$ cat config.mk
export PLATFORM = sky130hd
export DESIGN_NAME = pwm_multi_gen
export DESIGN_NICKNAME = d
export VERILOG_FILES = /design/src/rtl/pwm_multi_gen.sv
export SDC_FILE = /design/constraint.sdc
export NUM_CORES = 1
export LEC_CHECK = 0
export CAP_MARGIN = 0
export CORE_ASPECT_RATIO = 0.6
export CORE_MARGIN = 8
export CORE_UTILIZATION = 39
export DETAILED_ROUTE_END_ITERATION = 16
export GPL_TIMING_DRIVEN = 0
export PLACE_DENSITY = 0.54
export SYNTH_ARGS = -nofsm -noshare
export SYNTH_HDL_FRONTEND = slang
export SYNTH_SLANG_ARGS = --single-unit
$ cat constraint.sdc
create_clock -name clk -period 14.66 [get_ports clk]
set_clock_uncertainty 0.15 [all_clocks]
set_input_delay 2.932 -clock clk [delete_from_list [all_inputs] [get_ports clk]]
set_output_delay 2.932 -clock clk [all_outputs]
set_load 0.05 [all_outputs]
$ cat src/rtl/pwm_multi_gen.sv
// rtl/pwm_multi_gen.sv - multi-channel PWM generator with shared prescaled timebase
// Shadow compare/function/period registers commit to active copies on period boundaries.
module pwm_multi_gen #(
    parameter int CH = 4,
    parameter int CW = 16,
    parameter int PW = 8,
    localparam int CHW = (CH > 1) ? $clog2(CH) : 1
) (
    input  logic           clk,
    input  logic           rst,
    input  logic           en,
    input  logic           count_reset,
    input  logic [1:0]     mode,
    input  logic [PW-1:0]  prescale,
    input  logic [CW-1:0]  period,
    input  logic           cfg_we,
    input  logic [CHW-1:0] cfg_ch,
    input  logic [1:0]     cfg_sel,
    input  logic [CW-1:0]  cfg_data,
    input  logic [CH-1:0]  pwm_en,
    output logic [CW-1:0]  count_val,
    output logic           update_evt,
    output logic [CH-1:0]  pwm_out
);
    localparam logic [1:0] M_DOWN   = 2'b01;
    localparam logic [1:0] M_CENTRE = 2'b10;

    logic [PW-1:0] presc;
    logic          dir;
    logic          tick;
    logic          boundary;
    logic          dir_next;
    logic          commit;
    logic [CW-1:0] cnt_next;
    logic [CW-1:0] act_period;
    logic [1:0]    eff_mode;
    logic [CH-1:0] pwm_next;

    logic [CW-1:0] sh_cmp1  [CH];
    logic [CW-1:0] sh_cmp2  [CH];
    logic [1:0]    sh_func  [CH];
    logic [CW-1:0] act_cmp1 [CH];
    logic [CW-1:0] act_cmp2 [CH];
    logic [1:0]    act_func [CH];

    assign eff_mode = (mode == 2'b11) ? 2'b00 : mode;
    assign tick     = en && (presc >= prescale);
    // While the timebase is stopped the actives simply follow the shadows.
    assign commit   = count_reset || !en || (tick && boundary);

    always_comb begin
        cnt_next = count_val;
        dir_next = dir;
        boundary = 1'b0;
        case (eff_mode)
            M_DOWN: begin
                if (count_val == '0) begin
                    cnt_next = period;
                    boundary = 1'b1;
                end else begin
                    cnt_next = count_val - CW'(1);
                end
            end
            M_CENTRE: begin
                if (act_period == '0) begin
                    cnt_next = '0;
                    dir_next = 1'b0;
                    boundary = 1'b1;
                end else if (!dir) begin
                    if (count_val >= act_period) begin
                        dir_next = 1'b1;
                        cnt_next = count_val - CW'(1);
                    end else begin
                        cnt_next = count_val + CW'(1);
                    end
                end else if (count_val == '0) begin
                    // Valley: leaving 0 upward is the period boundary
                    dir_next = 1'b0;
                    cnt_next = (period == '0) ? '0 : CW'(1);
                    boundary = 1'b1;
                end else begin
                    cnt_next = count_val - CW'(1);
                end
            end
            default: begin
                if (count_val >= act_period) begin
                    cnt_next = '0;
                    boundary = 1'b1;
                end else begin
                    cnt_next = count_val + CW'(1);
                end
            end
        endcase
    end

    always_ff @(posedge clk or posedge rst) begin
        if (rst) begin
            presc      <= '0;
            dir        <= 1'b0;
            count_val  <= '0;
            update_evt <= 1'b0;
        end else begin
            update_evt <= 1'b0;
            if (count_reset) begin
                presc     <= '0;
                dir       <= 1'b0;
                count_val <= (eff_mode == M_DOWN) ? period : '0;
            end else if (en) begin
                presc <= tick ? '0 : presc + PW'(1);
                if (tick) begin
                    count_val  <= cnt_next;
                    dir        <= dir_next;
                    update_evt <= boundary;
                end
            end
        end
    end

    always_ff @(posedge clk or posedge rst) begin
        if (rst) begin
            for (int i = 0; i < CH; i++) begin
                sh_cmp1[i] <= '0;
                sh_cmp2[i] <= '0;
                sh_func[i] <= '0;
            end
        end else if (cfg_we && (int'(cfg_ch) < CH)) begin
            case (cfg_sel)
                2'd0:    sh_cmp1[cfg_ch] <= cfg_data;
                2'd1:    sh_cmp2[cfg_ch] <= cfg_data;
                2'd2:    sh_func[cfg_ch] <= cfg_data[1:0];
                default: ;
            endcase
        end
    end

    always_ff @(posedge clk or posedge rst) begin
        if (rst) begin
            act_period <= '0;
            for (int i = 0; i < CH; i++) begin
                act_cmp1[i] <= '0;
                act_cmp2[i] <= '0;
                act_func[i] <= '0;
            end
        end else if (commit) begin
            act_period <= period;
            for (int i = 0; i < CH; i++) begin
                act_cmp1[i] <= sh_cmp1[i];
                act_cmp2[i] <= sh_cmp2[i];
                act_func[i] <= sh_func[i];
            end
        end
    end

    always_comb begin
        pwm_next = '0;
        for (int i = 0; i < CH; i++) begin
            case (act_func[i])
                2'b00:   pwm_next[i] = count_val < act_cmp1[i];
                2'b01:   pwm_next[i] = count_val >= act_cmp1[i];
                2'b10:   pwm_next[i] = (act_cmp1[i] < act_cmp2[i]) &&
                                       (count_val >= act_cmp1[i]) &&
                                       (count_val < act_cmp2[i]);
                default: pwm_next[i] = 1'b0;
            endcase
            pwm_next[i] = pwm_next[i] & pwm_en[i];
        end
    end

    always_ff @(posedge clk or posedge rst) begin
        if (rst) begin
            pwm_out <= '0;
        end else begin
            pwm_out <= pwm_next;
        end
    end
endmodule

Word-level counts from Yosys, hierarchy flattened
Index checks and enable logic that the tools add are counted.
{ "totals": {"reg_bits": 318, "in_bits": 55, "output_inout_bits": 21, "wordCells": 143} }
{ "classes": {"n_addsub": 3, "order_cmp": 20, "n_eq_ne": 13, "n_mux": 42, "bitwise": 5, "reduce_logical": 30} }
{ "op_table": {"columns": ["op", "count"], "rows": [
  ["$lt A16 B16 Y1", 12],
  ["$mux W16", 11],
  ["$bwmux W64", 2],
  ["$ge A16 B16 Y1", 5],
  ["$logic_not A16 Y1", 3],
  ["$demux W16 S2", 1],
  ["$pmux W16 S2", 1],
  ["$mux W8", 3],
  ["$add A16 B1 Y16 const B", 1],
  ["$sub A16 B1 Y16 const B", 1],
  ["$mux W1", 15],
  ["$eq A2 B2 Y1 const B", 7],
  ["$eq A2 B1 Y1 const B", 6],
  ["$pmux W1 S3", 4],
  ["$logic_and A1 B1 Y1", 11],
  ["$logic_not A2 Y1", 5],
  ["$add A8 B1 Y8 const B", 1],
  ["$bwmux W8", 1],
  ["$ge A8 B8 Y1", 1],
  ["$reduce_and A2 Y1", 4],
  ["$reduce_bool A2 Y1", 3],
  ["$and A1 B1 Y1", 4],
  ["$demux W2 S2", 1],
  ["$mux W2", 2],
  ["7 further kinds", 8]
]} }

Logic depth before layout (Yosys ltp)
Gate-level depths: netlist (run 1).
{ "depth": {"ltp_word": 9, "mapped_depth": 12, "mapped_depth_nobuf": 9} }

Worst setup path before layout (run 1)
No wires, ideal clock.
{ "synth_timing": {"path_kind": "in2reg", "startpoint": "input port prescale[0]", "endpoint": "register act_cmp1[15] in the netlist's numbering", "setup_time_ns": 0.125, "t_arrival_ns": 5.430, "t_required_ns": 14.385, "slack_ns": 8.955, "path_stages": 10, "path_buffers": 2, "cell_sequence": "ha_1 -> nand2b_1 -> a2111oi_0 -> nor2_1 -> a2111oi_0 -> o21bai_1 -> a21oi_2 -> buf_6 -> buf_6 -> mux2_4"} }
{ "synth_via": {"elab_chain_cells": 4} }
{ "synth_lines": {"columns": ["item", "line_no", "rtl"], "rows": [
  ["start: declaration", "14", "input logic [PW-1:0] prescale,"],
  ["$ge A8 B8 Y1", "47", "assign tick = en && (presc >= prescale);"],
  ["$logic_and A1 B1 Y1", "47", null],
  ["$logic_and A1 B1 Y1", "49", "assign commit = count_reset || !en || (tick && boundary);"],
  ["$logic_or A1 B1 Y1", "49", null],
  ["end signal: indexed assignment", "147", "act_cmp1[i] <= sh_cmp1[i];"],
  ["end: declaration", "42", "logic [CW-1:0] act_cmp1 [CH];"]
]} }
Every way passes these cells.
A chain may end at the register's enable or synchronous reset.

Final worst setup path (run 1)
{ "layout_timing": {"startpoint": "input port prescale[0]", "endpoint": "register act_cmp2[27] in the netlist's numbering"} }
{ "layout_via": {"elab_chain_cells": 4} }
{ "layout_lines": {"columns": ["item", "line_no", "rtl"], "rows": [
  ["$ge A8 B8 Y1", "47", null],
  ["$logic_and A1 B1 Y1", "47", null],
  ["$logic_and A1 B1 Y1", "49", null],
  ["$logic_or A1 B1 Y1", "49", null],
  ["end signal: indexed assignment", "148", "act_cmp2[i] <= sh_cmp2[i];"],
  ["end: declaration", "43", "logic [CW-1:0] act_cmp2 [CH];"]
]} }
Every way passes these cells.

==> results of run 1 <==
## flip-flops by register name (all words and copies together) (netlist names)
name / cells
update_evt: 1
count_val: 16
dir: 1
presc: 8
sh_cmp2: 64
sh_cmp1: 64
act_cmp2: 64
act_cmp1: 64
pwm_out: 4
act_period: 16
act_func: 8
sh_func: 8
## worst max-delay path, stage by stage
cell and delay (ps):
clkdlybuf4s50_1 400, ha_1 280, nand2b_1 130, a2111oi_0 570
nor2_1 130, a2111oi_0 550, o21bai_1 240, a21oi_2 670
buf_6 310, buf_6 250, mux2_4 330
## cells by family (layout without fill, tap and decap cells)
kind of cell | after synthesis | count (layout)
DFF | 318 | 318
muxes | 289 | 289
and+or+nand+nor | 288 | 288
AOI/OAI and AO/OA | 281 | 281
adders and majority gates | 214 | 214
buffers and inverters | 211 | 344
xor gates and xnor gates | 26 | 26
other | 0 | 1
## layer usage
metal	track usage	routed length, um	part of all wire
met1	0.3055	28360	0.51
met2	0.2767	21560	0.39
met3	0.05528	4425	0.080
met4	0.03531	1009	0.018
met5	0	0	0
## power by group through the flow
stage          clock network [uW]  registers (uW)  logic (uW)
4_1_cts                       899            1240         863
3_3_place_gp                    0            1250         831
5_1_grt                       935            1260         973
2_1_floorplan                   0            1210         623
3_5_place_dp                    0            1250         856
6_report                      875            1240         863
## cell type report
cell class | count | share of cell area
Tap cell | 640 | 0.03745
Timing Repair Buffer | 76 | 0.03721
Clock inverter | 13 | 0.009421
Buffer | 54 | 0.01322
Sequential cell | 318 | 0.3721
Multi-Input combinational cell | 1098 | 0.4602
Antenna cell | 1 | 0.0001170
Clock buffer | 44 | 0.04231
Inverter | 157 | 0.02791
## path summary, 6_finish.rpt
path	cells after the start	from	end	slack, ps
max	11	prescale[0]	act_cmp2[27]	8150
min	1	sh_cmp1[3]	act_cmp1[3]	350
max reg2reg	12	count_val[0]	act_cmp2[27]	9540
min reg2reg	1	sh_cmp1[3]	act_cmp1[3]	350
max in group asynchronous	4	rst	act_cmp2[23]	10020
min in group asynchronous	2	rst	act_period[1]	2750
## metrics by stage
stage               cell area [sq um]  setup TNS [ps]  setup slack (ps)
floorplan                       18670               0              2778
global placement                20210         -436760             -1432
detailed placement              20270               0              7468
CTS                             21380               0              8088
global route                    21380               0              8014
finish                          21380               0              8147
## cells in the final DEF (no fill, tap or decap), drive strengths merged, types with 11 or more instances in the layout
cell / count
inv: 157
nand2b: 22
buf: 25
o21ai: 51
a211oi: 15
nor4: 17
xnor2: 13
xor2: 13
o21a: 13
nand2: 64
a21o: 27
dfrtp: 318
a21oi: 68
o211ai: 14
nor2b: 11
clkdlybuf4s50: 74
nand4: 32
mux2: 287
nor2: 65
clkbuf: 75
ha: 214
o2111ai: 11
a2111oi: 12
nor3: 18
nand3: 27
==> summary.md, run 1 <==
| Metric | Value |
|---|---|
| DIE AREA | 0.05536 sq mm |
| Top post-synthesis cells by area | dfrtp_1, ha_1, mux2_2 |
| Finished Core Util | 0.4497 |
| Nets | 2005 |
| CTS Buffer Depth | 3 |
| Top-count cell post-synth | dfrtp_1 |
| Finish-stage setup viols | 0 |
| Top-level I/O count | 76 |
| Clock power share | 0.294 |
| Synth top area share | 0.4262 |
| Hold Path Class | register to register |
| Num CTS Buffers | 31 |
| Area of the multi-input gates | 0.009841 sq mm |
| TritonRoute pass-1 iters | 6 |
| Critical path launch point type | input port |
| Inst Count DP | 2343 |
| Setup CP Type | input port to register |
| Non-Filler Instances | 2401 |
| Routed Antenna Nets | 0 |
| Setup bufs post-CTS | 0 |
| WL per Instance | 23.05 um |
| FF/Latch Area | 0.007958 sq mm |
| Most frequently used flop master after synthesis | dfrtp_1 |
| Ys async rst share | 1.000 |
| Dpl hpwl | 40280 um |
| Tmin final | 6513 ps |
| Final period utilization | 0.4443 |
| Unique cell type count in the Yosys netlist | 68 |
| Rows | 62 |
| #FFs+latches synth | 318 |
| Pwr dens | 139.1 mW/mm^2 |
| Via Count | 12980 |
| GRT Util Overall | 0.1992 |
| Mapped Area | 0.01867 sq mm |
| Synth top cells by count | dfrtp_1, ha_1, mux2_2, inv_1, mux2_4 |
| Syn Nets | 1896 |
| Hold-fix buffers, CTS | 0 |
| Sequential fraction of the synthesis area | 0.4262 |
| Fmax | 153.5 MHz |
| Post-Synth Adder-Cell Area | 0.1434 |
| Via density | 5.405 |
| Number of synthesized flops with an enable pin | 0 |
| Root Buffer | clkbuf_16 |
| Fraction of layout cells with a size suffix above 1 | 0.2114 |
| Die Width | 298.5 um |
| I/O Buffers | 74 |
| Synth warn | 0 |
| WL final | 55350 um |
| DRC | 0 |
| Combinational share of power | 0.290 |
| Leading area contributor after synthesis | dfrtp_1 |
| Internal power | 2019 uW |
| Leak pwr | 0.009978 uW |
| Switch share | 0.3211 |
| CTS resizes | 0 |
| Flop pwr share | 0.416 |
| Hold_ws | 349.2 ps |
| Latest clock arrival within the worst-skew pair | 580 ps |
| Max IR drop VDD | 0.00009667 V |
| Post-synthesis compound-gate area fraction | 0.1031 |
| Fin. max-slew vios | 0 |
| Height of the die | 185.5 um |
| Area grow syn2layout | 14.53% |
| Worst-Margin Slew | 1148 ps |
| Syn Area/Cell | 11.48 sq um |
| Core ar. | 0.04755 sq mm |
| CTS tree | done |
| CP arrival | 6820 ps |
| Multiplexer area fraction after synthesis | 0.1901 |
| Depth of the CTS H-tree | 1 |
| Antenna violations before repair | 4 |
| Crit path max fanout | 10 |
| Hold Vio Cnt, Final | 0 |
| Global placement routability congestion | 0.9003 |
| Post-Synth Simple-Gate Area | 0.07827 |
| Setup crit end kind | register |
| Largest family of logic cells by synthesized area | multiplexers |
| Total power | 2975 uW |
| Initial drt markers | 978 |
| Net switching power | 955.4 uW |
| Vias in the first global route | 13130 |
| Sink Count | 318 |
| Crit path required time | 14970 ps |
| XOR/XNOR share of the synthesized area | 0.01220 |
| Post-Syn Instances | 1627 |
| Slew HR | 0.2290 |
| Fillcell total | 4386 |
| First-pass GRT wire length | 84380 um |
| Status | finished, final reports clean |
| MaxCap Viol Count | 0 |
| Largest net degree at the start of global routing | 117 |
| Initial Utilization | 0.3926 |
| CTS clk-pin slew, worst paths | 60 ps |
| Total congestion overflow | 0 |
| RSZ-0062 raised after global routing | no |
No activity file was read; power rests on OpenSTA's default activity.
==> run 2: changes to the inputs <==
==> constraint.sdc (replaced) <==
create_clock -name clk -period 6.5 [get_ports clk]
set_clock_uncertainty 0.15 [all_clocks]
set_input_delay 1.3 -clock clk [delete_from_list [all_inputs] [get_ports clk]]
set_output_delay 1.3 -clock clk [all_outputs]
set_load 0.05 [all_outputs]
==> run 2 against run 1 <==
Effect of this change: via count up 1.8%; highest routed layer unchanged; final area up 0.69%; clock power up 130%.
==> summary.md, run 2 (synthesis gave the netlist of run 1 again) <==
| Metric | Value |
|---|---|
| Switch share | 0.3224 (was 0.3211) |
| Antenna violations before repair | 6 (was 4) |
| Hold Path Depth | 1 (unchanged) |
| First-pass GRT wire length | 85070 um (was 84380 um) |
| I/O Buffers | 74 (unchanged) |
| Final period utilization | 0.8024 |
| Slowest stage delay, CP | 840 ps (was 670 ps) |
| Global placement routability congestion | 0.9405 (was 0.9003) |
| Max IR drop VDD | 0.0001971 V (was 0.00009667 V) |
| Top-level I/O count | 76 (unchanged) |
| CTS clk-pin slew, worst paths | 70 ps (was 60 ps) |
| FF/Latch Area | 0.007958 sq mm (unchanged) |
| Setup TNS | 0 ps (unchanged) |
| CTS Buffer Depth | 3 (unchanged) |
| Fin. max-slew vios | 0 (unchanged) |
| GRT Util Overall | 0.2010 (was 0.1992) |
| Commonest non-fill, non-tap cells in the layout | dfrtp_1, ha_1, mux2_2 (unchanged) |
| CP Capture Point | act_cmp2[24] (was act_cmp2[27]) |
| DIE AREA | 0.05536 sq mm (unchanged) |
| Combinational share of power | 0.289 (was 0.290) |
| Flop pwr share | 0.411 (was 0.416) |
| Reg2Reg Depth | 12 (unchanged) |
| Dpl hpwl | 41310 um (was 40280 um) |
| Clock power share | 0.300 (was 0.294) |
| Slew HR | 0.2382 (was 0.2290) |
| Fraction of layout cells with a size suffix above 1 | 0.2147 (was 0.2114) |
| Worst setup margin | 1285 ps (was 8147 ps) |
| CP cell instances | clkbuf_1 > inv_1 > ha_1 > nor2b_1 > o21ai_0 > a31oi_1 > o21a_1 > a21oi_2 > a21oi_2 > buf_6 > buf_6 > mux2_4 (was clkdlybuf4s50_1 > ha_1 > nand2b_1 > a2111oi_0 > nor2_1 > a2111oi_0 > o21bai_1 > a21oi_2 > buf_6 > buf_6 > mux2_4) |
| Internal power | 4606 uW (was 2019 uW) |
| Layout Cell Area excl Fill | 0.02153 sq mm (was 0.02138 sq mm) |
| Root Buffer | clkbuf_16 (unchanged) |
| Finish-stage setup viols | 0 (unchanged) |
| Total power | 6797 uW (was 2975 uW) |
| Num CTS Buffers | 34 (was 31) |
| Pwr dens | 315.7 mW/mm^2 (was 139.1 mW/mm^2) |
| CTS tree | done (unchanged) |
| Sink Count | 318 (unchanged) |
| WL per Instance | 23.17 um (was 23.05 um) |
| Critical path launch point type | register (was input port) |
| Hold-fix buffers, CTS | 0 (unchanged) |
| Top delay family on crit path | buffers and inverters (was compound AO/OA/AOI/OAI gates) |
| Hold_ws | 338.0 ps (was 349.2 ps) |
| Vias in the first global route | 13420 (was 13130) |
| Setup bufs post-CTS | 0 (unchanged) |
| Latest clock arrival within the worst-skew pair | 530 ps (was 580 ps) |
| Place WS | 1168 ps (was 7468 ps) |
| RR Startpoint | count_val[0] (unchanged) |
| CP startpoint | count_val[0] (was prescale[0]) |
| Via Count | 13220 (was 12980) |
| Total congestion overflow | 0 (unchanged) |
| Initial drt markers | 907 (was 978) |
| Rows | 62 (unchanged) |
| CP arrival | 5470 ps (was 6820 ps) |
| Via density | 5.482 (was 5.405) |
| Fillcell total | 4389 (was 4386) |
| CTS resizes | 0 (unchanged) |
| RSZ-0062 raised after global routing | no (unchanged) |
| WL final | 55870 um (was 55350 um) |
| Core ar. | 0.04755 sq mm (unchanged) |
| Nets | 2014 (was 2005) |
| Tmin final | 5215 ps |
| Area of the multi-input gates | 0.009841 sq mm (unchanged) |
| FF-to-FF End | act_cmp2[24] (was act_cmp2[27]) |
| Net switching power | 2191 uW (was 955.4 uW) |
| Worst-Margin Slew | 1134 ps (was 1148 ps) |
| Fmax | 191.7 MHz |
| Die Width | 298.5 um (unchanged) |
| Setup CP Type | register to register (was input port to register) |
| Register-to-register path setup slack | 1280 ps (was 9540 ps) |
| Hold Path Class | register to register (unchanged) |
| Crit path max fanout | 11 (was 10) |
| Initial Utilization | 0.3926 (unchanged) |
| Depth of the CTS H-tree | 2 (was 1) |
| Buffers & Inverters on Critical Path | 4 (was 3) |
| Largest net degree at the start of global routing | 44 (was 117) |
| MaxCap Viol Count | 0 (unchanged) |
| Crit path required time | 6760 ps (was 14970 ps) |
| Setup crit end kind | register (unchanged) |
| Area grow syn2layout | 15.32% (was 14.53%) |
| Critical path depth | 12 (was 11) |
| Routed Antenna Nets | 0 (unchanged) |
| Dpl cell area | 0.02038 sq mm (was 0.02027 sq mm) |
| Slowest-stage cell, CP | clkbuf_1 (was a21oi_2) |
| Leak pwr | 0.01005 uW (was 0.009978 uW) |
| TritonRoute pass-1 iters | 5 (was 6) |
| Status | finished, final reports clean (unchanged) |
| Height of the die | 185.5 um (unchanged) |
| Hold Vio Cnt, Final | 0 (unchanged) |
| Most common cell after layout, fill and taps aside | dfrtp_1 (unchanged) |
| DRC | 0 (unchanged) |
-- run 2: how the worst min path moves through the flow --
stage                 from            to  slack (ps)
3_3_place_gp   sh_cmp2[51]  act_cmp2[51]         330
3_5_place_dp    sh_func[7]   act_func[7]         330
5_1_grt        sh_cmp1[58]  act_cmp1[58]         350
2_1_floorplan  sh_cmp1[42]  act_cmp1[42]         320
4_1_cts        sh_cmp1[59]  act_cmp1[59]         340
6_report       sh_cmp1[58]  act_cmp1[58]         340
-- run 2: power by group through the flow --
stage	Sequential, uW	Combinational, uW	Clock, uW
detailed placement	2820	1950	0
CTS	2790	1970	2100
finish	2790	1970	2040
floorplan	2730	1410	0
global placement	2810	1880	0
global route	2850	2220	2180
-- run 2: layout make-up --
class,count,share of cell area
Inverter,157,0.02755
Timing Repair Buffer,82,0.04184
Buffer,54,0.01313
Clock buffer,50,0.04701
Multi-Input combinational cell,1098,0.4571
Tap cell,640,0.03719
Sequential cell,318,0.3696
Clock inverter,11,0.006509
Antenna cell,1,0.0001162
-- run 2: worst reg2reg max path: cells and delay by family (launching register included) --
family / cells / cell delay, ps
AOI/OAI and AO/OA: 5 / 1560
muxes: 1 / 330
DFF: 1 / 390
buffers and inverters: 4 / 2080
adders and majority gates: 1 / 470
and+or+nand+nor: 1 / 120
-- run 2: per-stage QoR --
| step | instances | utilization |
|---|---|---|
| after floorplan | 1627 | - |
| after global placement | 2341 | 0.4251 |
| after detailed placement | 2349 | 0.4285 |
| after CTS | 2410 | 0.4527 |
| after global routing | 2410 | 0.4527 |
| final | 2411 | 0.4528 |
-- run 2: layer usage --
metal | vias up | track usage | routed length, um | share of wire
met1 | 6672 | 0.3106 | 29020 | 0.52
met2 | 319 | 0.2821 | 22060 | 0.39
met3 | 65 | 0.04669 | 3887 | 0.070
met5 | - | 0 | 0 | 0
li1 | 6160 | - | - | -
met4 | 0 | 0.03821 | 908 | 0.016
==> run 3: changes to the inputs <==
==> constraint.sdc (replaced) <==
create_clock -name clk -period 5 [get_ports clk]
set_clock_uncertainty 0.15 [all_clocks]
set_input_delay 1 -clock clk [delete_from_list [all_inputs] [get_ports clk]]
set_output_delay 1 -clock clk [all_outputs]
set_load 0.05 [all_outputs]
==> run 3 against run 2 <==
Effect of this change: utilization is essentially flat; register-to-register slack lost 810 ps; sequential power up 30%; die area unchanged; first-iteration DRC count is 3.6% lower; setup slack got worse by 810 ps; total power increased by 30%; sequential share of layout area hardly changed; clock-buffer cell count did not move.
==> summary.md, run 3 (synthesis gave the netlist of run 1 again) <==
| Metric | Value |
|---|---|
| Core ar. | 0.04755 sq mm (unchanged) |
| Setup CP Type | register to register (unchanged) |
| Commonest non-fill, non-tap cells in the layout | dfrtp_1, ha_1, mux2_2 (unchanged) |
| WL final | 55900 um (was 55870 um) |
| CTS tree | done (unchanged) |
| Via density | 5.469 (was 5.482) |
| Hold-fix buffers, CTS | 0 (unchanged) |
| Largest net degree at the start of global routing | 44 (unchanged) |
| Status | finished, final reports clean (unchanged) |
| Worst-Margin Slew | 1157 ps (was 1134 ps) |
| Latest clock arrival within the worst-skew pair | 530 ps (about the same) |
| Top delay family on crit path | compound AO/OA/AOI/OAI gates (was buffers and inverters) |
| Initial drt markers | 874 (was 907) |
| Slowest-stage cell, CP | inv_1 (was clkbuf_1) |
| Buffers & Inverters on Critical Path | 4 (unchanged) |
| Total congestion overflow | 0 (unchanged) |
| Setup bufs post-CTS | 0 (unchanged) |
| Vias in the first global route | 13410 (was 13420) |
| Tmin final | 4528 ps (was 5215 ps) |
| Initial Utilization | 0.3926 (unchanged) |
| Crit path required time | 5260 ps (was 6760 ps) |
| Global placement routability congestion | 0.9405 (unchanged) |
| CTS Buffer Depth | 3 (unchanged) |
| Rows | 62 (unchanged) |
| I/O Buffers | 74 (unchanged) |
| Nets | 2014 (unchanged) |
| Dpl cell area | 0.02038 sq mm (unchanged) |
| DIE AREA | 0.05536 sq mm (unchanged) |
| RSZ-0062 raised after global routing | no (unchanged) |
| Most common cell after layout, fill and taps aside | dfrtp_1 (unchanged) |
| Crit path max fanout | 10 (was 11) |
| Leak pwr | 0.01006 uW (was 0.01005 uW) |
| MaxCap Viol Count | 0 (unchanged) |
| Layout Cell Area excl Fill | 0.02153 sq mm (about the same) |
| Fillcell total | 4389 (unchanged) |
| Slew HR | 0.2284 (was 0.2382) |
| Fmax | 220.9 MHz (was 191.7 MHz) |
| Num CTS Buffers | 34 (unchanged) |
| DRC | 0 (unchanged) |
| First-pass GRT wire length | 85060 um (was 85070 um) |
| CP arrival | 4790 ps (was 5470 ps) |
| CP cell instances | clkbuf_2 > inv_1 > ha_1 > nor2b_1 > o21ai_0 > a31oi_1 > o21a_1 > a21oi_2 > a21oi_2 > buf_6 > buf_6 > mux2_4 (was clkbuf_1 > inv_1 > ha_1 > nor2b_1 > o21ai_0 > a31oi_1 > o21a_1 > a21oi_2 > a21oi_2 > buf_6 > buf_6 > mux2_4) |
| Root Buffer | clkbuf_16 (unchanged) |
| Setup crit end kind | register (unchanged) |
| WL per Instance | 23.20 um (was 23.17 um) |
| Hold Vio Cnt, Final | 0 (unchanged) |
| Area grow syn2layout | 15.31% (was 15.32%) |
| Top-level I/O count | 76 (unchanged) |
| Hold Path Class | register to register (unchanged) |
| Depth of the CTS H-tree | 2 (unchanged) |
| Pwr dens | 410.4 mW/mm^2 (was 315.7 mW/mm^2) |
| Final period utilization | 0.9055 (was 0.8024) |
| Fin. max-slew vios | 0 (unchanged) |
| Slowest stage delay, CP | 630 ps (was 840 ps) |
| Fraction of layout cells with a size suffix above 1 | 0.2153 (was 0.2147) |
| Finish-stage setup viols | 0 (unchanged) |
| Antenna violations before repair | 6 (unchanged) |
| GRT Util Overall | 0.2010 (unchanged) |
| Max IR drop VDD | 0.0002561 V (was 0.0001971 V) |
| Height of the die | 185.5 um (unchanged) |
| Ant. Diodes | 0 (was 1) |
| Die Width | 298.5 um (unchanged) |
| Dpl hpwl | 41310 um (unchanged) |
| Routed Antenna Nets | 0 (unchanged) |
| Hold_ws | 337.8 ps (was 338.0 ps) |
| CTS clk-pin slew, worst paths | 60 ps (was 70 ps) |
| Sink Count | 318 (unchanged) |
| Via Count | 13180 (was 13220) |
| Critical path launch point type | register (unchanged) |
| TritonRoute pass-1 iters | 5 (unchanged) |
[run 3: changes by cell type in the layout (fill, tap and decap cells not counted), sizes merged]
cell,previous run,this run
diode,1,0
[run 3: metrics by stage]
step / utilization / TNS [ps] / std cells / power (uW) / setup WS, ps
5_1_grt: 0.4527 / 0 / 2410 / 9424 / 295.9
6_report: 0.4527 / 0 / 2410 / 8835 / 472.4
3_3_place_gp: 0.4251 / -850920 / 2341 / 6092 / -2747
3_5_place_dp: 0.4285 / -1350 / 2349 / 6209 / -53.56
4_1_cts: 0.4527 / 0 / 2410 / 8918 / 450.5
2_1_floorplan: - / -123650 / 1627 / 5372 / -388.8
[run 3: where the power goes]
part           switching (uW)  total, uW  internal [uW]
logic                    1280       2560           1270
registers                 476       3630           3150
clock network            1090       2650           1560
[run 3: worst paths after layout]
kind                       cells after the start    startpoint      endpoint  slack, ps
setup / recovery                              12  count_val[0]  act_cmp2[24]        470
hold / removal                                 1   sh_cmp1[58]  act_cmp1[58]        340
setup reg to reg                              12  count_val[0]  act_cmp2[24]        470
hold reg to reg                                1   sh_cmp1[58]  act_cmp1[58]        340
max in group asynchronous                      6           rst   sh_cmp2[12]       2510
min in group asynchronous                      2           rst   sh_cmp1[51]        750
[run 3: per-layer routing]
metal	up-vias	track usage	wire (um)
li1	6159	-	-
met1	6645	0.3097	28870
met2	309	0.2827	21980
met3	68	0.04669	4029
met4	0	0.03956	1026
met5	-	0	0
[run 3: timing repair]
item,CTS,global route
gates resized for setup,1,0
hold endpoints to repair,0,0
setup endpoints to repair,79,0
[run 3: area by class of cell]
| class | instances | area [sq um] | area share |
|---|---|---|---|
| Multi-Input combinational cell | 1098 | 9841 | 0.4571 |
| Sequential cell | 318 | 7958 | 0.3696 |
| Clock buffer | 50 | 1012 | 0.04702 |
| Timing Repair Buffer | 82 | 900.9 | 0.04184 |
| Tap cell | 640 | 800.8 | 0.03719 |
| Inverter | 157 | 593.1 | 0.02755 |
| Buffer | 54 | 284.0 | 0.01319 |
| Clock inverter | 11 | 140.1 | 0.006509 |
[run 3: worst reg2reg max path, cell delays in order (launching register included)]
cell      delay (ps)
dfrtp_1          410
clkbuf_2         320
inv_1            640
ha_1             350
nor2b_1          110
o21ai_0           90
a31oi_1          390
o21a_1           340
a21oi_2          140
a21oi_2          590
buf_6            310
buf_6            250
mux2_4           330
